==> src/rtl/icb_cfg_pkg.sv <==
// Shared widths, FSM state encoding and queued command record for the ICB config master.
package icb_cfg_pkg;
   localparam int ICB_AW = 8;
   localparam int ICB_DW = 32;

   typedef enum logic [1:0] {S_IDLE, S_REQ, S_RSP} state_t;

   typedef struct packed {
      logic              wr;
      logic [ICB_AW-1:0] adr;
      logic [ICB_DW-1:0] wdat;
   } cmd_t;

   localparam int CMD_W = $bits(cmd_t);
endpackage

==> src/rtl/icb_cmd_fifo.sv <==
// Synchronous command FIFO with occupancy count; head entry is visible on dout without a pop.
module icb_cmd_fifo #(
   parameter int W     = 41,
   parameter int DEPTH = 4
) (
   input  logic         clk,
   input  logic         rst_,
   input  logic         push,
   input  logic [W-1:0] din,
   input  logic         pop,
   output logic [W-1:0] dout,
   output logic         full,
   output logic         empty
);
   localparam int PW = (DEPTH > 1) ? $clog2(DEPTH) : 1;
   localparam int CW = $clog2(DEPTH) + 1;

   logic [W-1:0]  mem [DEPTH];
   logic [PW-1:0] wptr, rptr;
   logic [CW-1:0] cnt;
   logic          do_push, do_pop;

   // Explicit wrap keeps non-power-of-two depths correct.
   function automatic logic [PW-1:0] ptr_inc(input logic [PW-1:0] p);
      return (p == PW'(DEPTH - 1)) ? '0 : p + PW'(1);
   endfunction

   assign full    = (cnt == CW'(DEPTH));
   assign empty   = (cnt == '0);
   assign do_push = push & ~full;
   assign do_pop  = pop & ~empty;
   assign dout    = mem[rptr];

   always_ff @(posedge clk or negedge rst_) begin
      if (!rst_) begin
         wptr <= '0;
         rptr <= '0;
         cnt  <= '0;
      end else begin
         if (do_push) wptr <= ptr_inc(wptr);
         if (do_pop)  rptr <= ptr_inc(rptr);
         case ({do_push, do_pop})
            2'b10:   cnt <= cnt + CW'(1);
            2'b01:   cnt <= cnt - CW'(1);
            default: cnt <= cnt;
         endcase
      end
   end

   always_ff @(posedge clk) begin
      if (do_push) mem[wptr] <= din;
   end
endmodule

==> src/rtl/icb_cfg_master.sv <==
// Queues config commands and issues them one at a time on ICB, with ack timeout and
// a held response channel.
module icb_cfg_master
   import icb_cfg_pkg::*;
#(
   parameter int TIMEOUT_CYC = 16,
   parameter int FIFO_DEPTH  = 4
) (
   input  logic              clk,
   input  logic              rst_,
   input  logic              cmd_valid,
   output logic              cmd_ready,
   input  logic              cmd_wr,
   input  logic [ICB_AW-1:0] cmd_adr,
   input  logic [ICB_DW-1:0] cmd_wdat,
   output logic              rsp_valid,
   input  logic              rsp_ready,
   output logic              rsp_wr,
   output logic [ICB_DW-1:0] rsp_rdat,
   output logic              rsp_err,
   output logic              icb_wr,
   output logic [ICB_AW-1:0] icb_wadr,
   output logic [ICB_DW-1:0] icb_wdat,
   input  logic              icb_wack,
   output logic              icb_rd,
   output logic [ICB_AW-1:0] icb_radr,
   input  logic [ICB_DW-1:0] icb_rdat,
   input  logic              icb_rack,
   output logic              busy
);
   localparam int TW = $clog2(TIMEOUT_CYC) + 1;

   state_t            state, state_nx;
   logic [TW-1:0]     tmr, tmr_nx;
   logic              wr_nx, rd_nx;
   logic [ICB_AW-1:0] wadr_nx, radr_nx;
   logic [ICB_DW-1:0] wdat_nx, rsp_rdat_nx;
   logic              rsp_valid_nx, rsp_wr_nx, rsp_err_nx;
   logic              fifo_full, fifo_empty, pop;
   cmd_t              in_cmd, head;

   assign in_cmd.wr   = cmd_wr;
   assign in_cmd.adr  = cmd_adr;
   assign in_cmd.wdat = cmd_wdat;

   icb_cmd_fifo #(.W(CMD_W), .DEPTH(FIFO_DEPTH)) u_fifo (
      .clk   (clk),
      .rst_  (rst_),
      .push  (cmd_valid & cmd_ready),
      .din   (in_cmd),
      .pop   (pop),
      .dout  (head),
      .full  (fifo_full),
      .empty (fifo_empty)
   );

   assign cmd_ready = ~fifo_full;
   assign busy      = ~fifo_empty | (state != S_IDLE);

   always_comb begin
      state_nx     = state;
      tmr_nx       = tmr;
      wr_nx        = icb_wr;
      rd_nx        = icb_rd;
      wadr_nx      = icb_wadr;
      wdat_nx      = icb_wdat;
      radr_nx      = icb_radr;
      rsp_valid_nx = rsp_valid;
      rsp_wr_nx    = rsp_wr;
      rsp_rdat_nx  = rsp_rdat;
      rsp_err_nx   = rsp_err;
      pop          = 1'b0;
      case (state)
         S_IDLE: begin
            if (!fifo_empty) begin
               pop    = 1'b1;
               wr_nx  = head.wr;
               rd_nx  = ~head.wr;
               if (head.wr) begin
                  wadr_nx = head.adr;
                  wdat_nx = head.wdat;
               end else begin
                  radr_nx = head.adr;
               end
               tmr_nx   = '0;
               state_nx = S_REQ;
            end
         end
         S_REQ: begin
            // Only the ack matching the live request counts.
            if ((icb_wr && icb_wack) || (icb_rd && icb_rack)) begin
               wr_nx        = 1'b0;
               rd_nx        = 1'b0;
               rsp_valid_nx = 1'b1;
               rsp_wr_nx    = icb_wr;
               rsp_rdat_nx  = icb_rd ? icb_rdat : '0;
               rsp_err_nx   = 1'b0;
               state_nx     = S_RSP;
            end else if (tmr == TW'(TIMEOUT_CYC - 1)) begin
               wr_nx        = 1'b0;
               rd_nx        = 1'b0;
               rsp_valid_nx = 1'b1;
               rsp_wr_nx    = icb_wr;
               rsp_rdat_nx  = '0;
               rsp_err_nx   = 1'b1;
               state_nx     = S_RSP;
            end else if (tmr != '1) begin
               tmr_nx = tmr + TW'(1);
            end
         end
         S_RSP: begin
            if (rsp_ready) begin
               rsp_valid_nx = 1'b0;
               state_nx     = S_IDLE;
            end
         end
         default: state_nx = S_IDLE;
      endcase
   end

   always_ff @(posedge clk or negedge rst_) begin
      if (!rst_) begin
         state     <= S_IDLE;
         tmr       <= '0;
         icb_wr    <= 1'b0;
         icb_rd    <= 1'b0;
         icb_wadr  <= '0;
         icb_wdat  <= '0;
         icb_radr  <= '0;
         rsp_valid <= 1'b0;
         rsp_wr    <= 1'b0;
         rsp_rdat  <= '0;
         rsp_err   <= 1'b0;
      end else begin
         state     <= state_nx;
         tmr       <= tmr_nx;
         icb_wr    <= wr_nx;
         icb_rd    <= rd_nx;
         icb_wadr  <= wadr_nx;
         icb_wdat  <= wdat_nx;
         icb_radr  <= radr_nx;
         rsp_valid <= rsp_valid_nx;
         rsp_wr    <= rsp_wr_nx;
         rsp_rdat  <= rsp_rdat_nx;
         rsp_err   <= rsp_err_nx;
      end
   end
endmodule

==> config.mk <==
export PLATFORM = sky130hd
export DESIGN_NAME = icb_cfg_master
export DESIGN_NICKNAME = d
export VERILOG_FILES = /design/src/rtl/icb_cfg_pkg.sv /design/src/rtl/icb_cmd_fifo.sv /design/src/rtl/icb_cfg_master.sv
export SDC_FILE = /design/constraint.sdc
export NUM_CORES = 1
export LEC_CHECK = 0
export BUFFER_PORTS_ARGS = -buffer_cell sky130_fd_sc_hd__clkbuf_2
export CORE_ASPECT_RATIO = 0.5
export CORE_MARGIN = 3
export CORE_UTILIZATION = 45
export DETAILED_ROUTE_END_ITERATION = 10
export GPL_TIMING_DRIVEN = 0
export HOLD_SLACK_MARGIN = 0.08
export PLACE_DENSITY = 0.68
export SLEW_MARGIN = 20
export SYNTH_ARGS = -nofsm -noshare
export SYNTH_HDL_FRONTEND = slang
export SYNTH_SLANG_ARGS = --single-unit
==> constraint.sdc <==
create_clock -name clk -period 4.03 [get_ports clk]
set_input_delay 0.806 -clock clk [delete_from_list [all_inputs] [get_ports clk]]
set_output_delay 0.806 -clock clk [all_outputs]
set_load 0.02 [all_outputs]
==> impl_metrics.yaml <==
synthesis:
  synth.top_cells.by_area: "edfxtp_1 48%, dfrtp_1 24%, mux4_2 9.0%, mux2_4 5.7%, nand3_1 3.4%"
  synth_warnings: 0
  synth-adder-area-share_pct: 1.30
  synth_compound_area_share_pct: 1.03
  synthesis.nets: 654
  synth_xor_area_share_pct: 0.257
  syn_avg_cell_area_um2: 18.1
  synthDistinctLibCells: 36
  async_reset_ff_share_pct: 37.6
  syn_inst: 565
  synth_top_family_by_area: "multiplexers"
  netlist.area_leader.share_pct: 48.1
  syn_area_mm2: 0.0102
  synth_edf_count: 164
  synth-simple-area-share_pct: 6.55
  ys_ff_latch: 263
  yosysSeqAreaShare_pct: 72.3
  synth_ff_type: "edfxtp_1"
  synth_top_cell_by_area: "edfxtp_1"
  synth.area.mux_share_pct: 16.2
worst_setup_path:
  crit_cells: 3
  crit_buf_inv: 1
  critPathLaunchType: "flip-flop"
  crit_path_end_kind: "output pin"
  reg2reg_depth: 10
  required_ns: 3.22
  critical_path.cell_chain: "nor2_1, nand2_1, clkbuf_2"
  r2r_start: "u_fifo.cnt[0]"
  critical_path.startpoint: "state[0]"
  cp.arrival_ns: 1.45
  path_delay_family: "flip-flops"
  cpMaxStageDelayCell: "dfrtp_1"
  critical_path_class: "flip-flop to output pin"
  cp_max_fo: 6
  slowest_delay_ns: 0.43
timing:
  slew_violations: 0
  post-route-min-period_ns: 2.26
  final.setup.tns_ns: 0
  hold_viol_final: 0
  worstMarginPinSlew_ns: 0.734
  finalSetupViolations: 0
  skew_ns: 0.00622
  slew_headroom_pct: 51.1
  rsz0062_at_grt: "false"
  holdWs_ns: 0.213
  layout_setup_ws_ns: 1.77
  finalCritPeriodShare_pct: 56.0
  max_freq_mhz: 443
pwr:
  total_power_mw: 9.76
  pwr_density_cell_mw_per_mm2: 795
  p_leak_nw: 5.17
  max-vdd-ir-drop_uv: 304
clock_network:
  htreeDepth: 1
  cts_made_buffers: 25
  post-cts-setup-buffers: 0
  cts_tree: "done"
  cts.sinks: 263
  postCtsHoldBufs: 0
  clockBufferDepth: 3
  cts-root-buf: "clkbuf_16"
  ctsResizeCount: 0
  clkTransAtPathRegs_ns: 0.06
  clock_latency_ns: 0.52
worst_hold_path:
  hold_class: "primary input to async pin"
die:
  die_area_mm2: 0.0247
  num_io_pins: 166
  start_util_pct: 46.5
  core-area_mm2: 0.0220
  die_h_um: 113
  die_w_um: 219
  std_cell_rows: 38
cells_and_area:
  syn_to_final_growth_pct: 20.0
  layout.nets: 847
  fin_util_pct: 55.8
  drive_gt1_share_pct: 41.1
  diodes: 0
routing:
  drtIter0Drc: 384
  ant_nets: 0
  first_pass_iters: 5
  wl_per_cell_um: 18.7
  via_count: 5489
  viasPerCell: 5.10
  drc: 0
  wl_mm: 20.2
placement:
  pre_cts_ws_ns: 1.69
  place_hpwl_mm: 12.8
  gp_congestion: 0.750
  portBuffers: 165
flow_run:
  drv_cap: 0
global_route:
  antenna_found_initial: 0
  grt.overflow.total: 0
  grt_pass1_vias: 5881
  grt_first_pass_wirelength_mm: 32.5
  grt_util_all_layers_pct: 17.0
  grt_max_degree: 57
run_status:
  status: "finished clean"
[routing by layer]
layer	vias to the layer above	global-route usage (%)	share of wire [%]
met4	0	3.62	1.6
met1	2790	22.4	45
met3	27	3.98	5.5
li1	2539	-	-
met5	-	0	0
met2	133	29.2	48
[registers in the layout, indices dropped and copies added, names as in the netlist, 2 cells and up]
| register | flops |
|---|---|
| tmr | 5 |
| u_fifo.rptr | 2 |
| u_fifo.cnt | 3 |
| u_fifo.mem | 164 |
| icb_radr | 8 |
| rsp_rdat | 32 |
| icb_wdat | 32 |
| u_fifo.wptr | 2 |
| icb_wadr | 8 |
| state | 2 |
[metrics by stage]
step | instance area, um2 | cells
after global placement | 11400 | 1030
final | 12300 | 1077
after global routing | 12300 | 1077
after floorplan | 10200 | 565
after detailed placement | 11500 | 1031
after CTS | 12300 | 1077
[cells by family after synthesis]
family	Yosys count
DFF	263
and+or+nand+nor	141
muxes	93
buffers and inverters	41
AOI/OAI and AO/OA	14
adders and majority gates	10
xor gates and xnor gates	3
[final cells by class]
class,count,area (um2)
Buffer,30,198
Clock inverter,9,50.0
Timing Repair Buffer,166,862
Fill cell,1745,9730
Sequential cell,263,7400
Clock buffer,37,742
Multi-Input combinational cell,261,2610
Tap cell,300,375
Inverter,11,41.3
[cell usage in the layout, fill, tap and decap left out, drive strengths merged]
master / n
dfrtp: 99
xor2: 2
nand4: 3
and2: 1
nand2b: 2
fa: 1
a21oi: 4
nand2: 46
and3: 5
nor2: 9
a22oi: 1
o21ai: 1
or3: 1
or4: 1
ha: 9
inv: 12
o2bb2ai: 1
mux2: 52
nor2b: 1
a22o: 2
nor3: 3
a41o: 1
edfxtp: 164
clkinv: 8
clkbuf: 216
buf: 17
o311ai: 1
nand3: 69
a21o: 3
xnor2: 1
mux4: 41
[report_power, final]
part	total (mW)	leakage (nW)	switching [mW]	internal, mW
Combinational	3.51	2.04	1.90	1.61
Clock	2.26	0.395	0.984	1.28
Sequential	3.99	2.74	0.325	3.67
[worst paths after layout]
check | end | slack (ns)
setup / recovery | busy | 1.77
hold / removal | rsp_rdat[18] | 0.21
setup reg to reg | u_fifo.cnt[2] | 1.85
hold reg to reg | rsp_rdat[29] | 0.50
max in group asynchronous | icb_wdat[10] | 3.18
min in group clk | u_fifo.mem[3][8] | 0.50
[cell usage after synthesis, types with 2 or more instances]
cell / number
mux2_2: 13
nand3_1: 69
a22o_1: 2
a21o_1: 3
ha_1: 9
nand4_1: 3
mux2_4: 39
nor3_1: 3
mux4_2: 41
buf_2: 10
nand2_1: 45
nand2b_1: 2
and3_1: 5
inv_1: 11
clkbuf_1: 14
a21oi_1: 4
edfxtp_1: 164
xor2_1: 2
dfrtp_1: 99
nor2_1: 8
buf_12: 4
(Power assumes the default switching activity.)
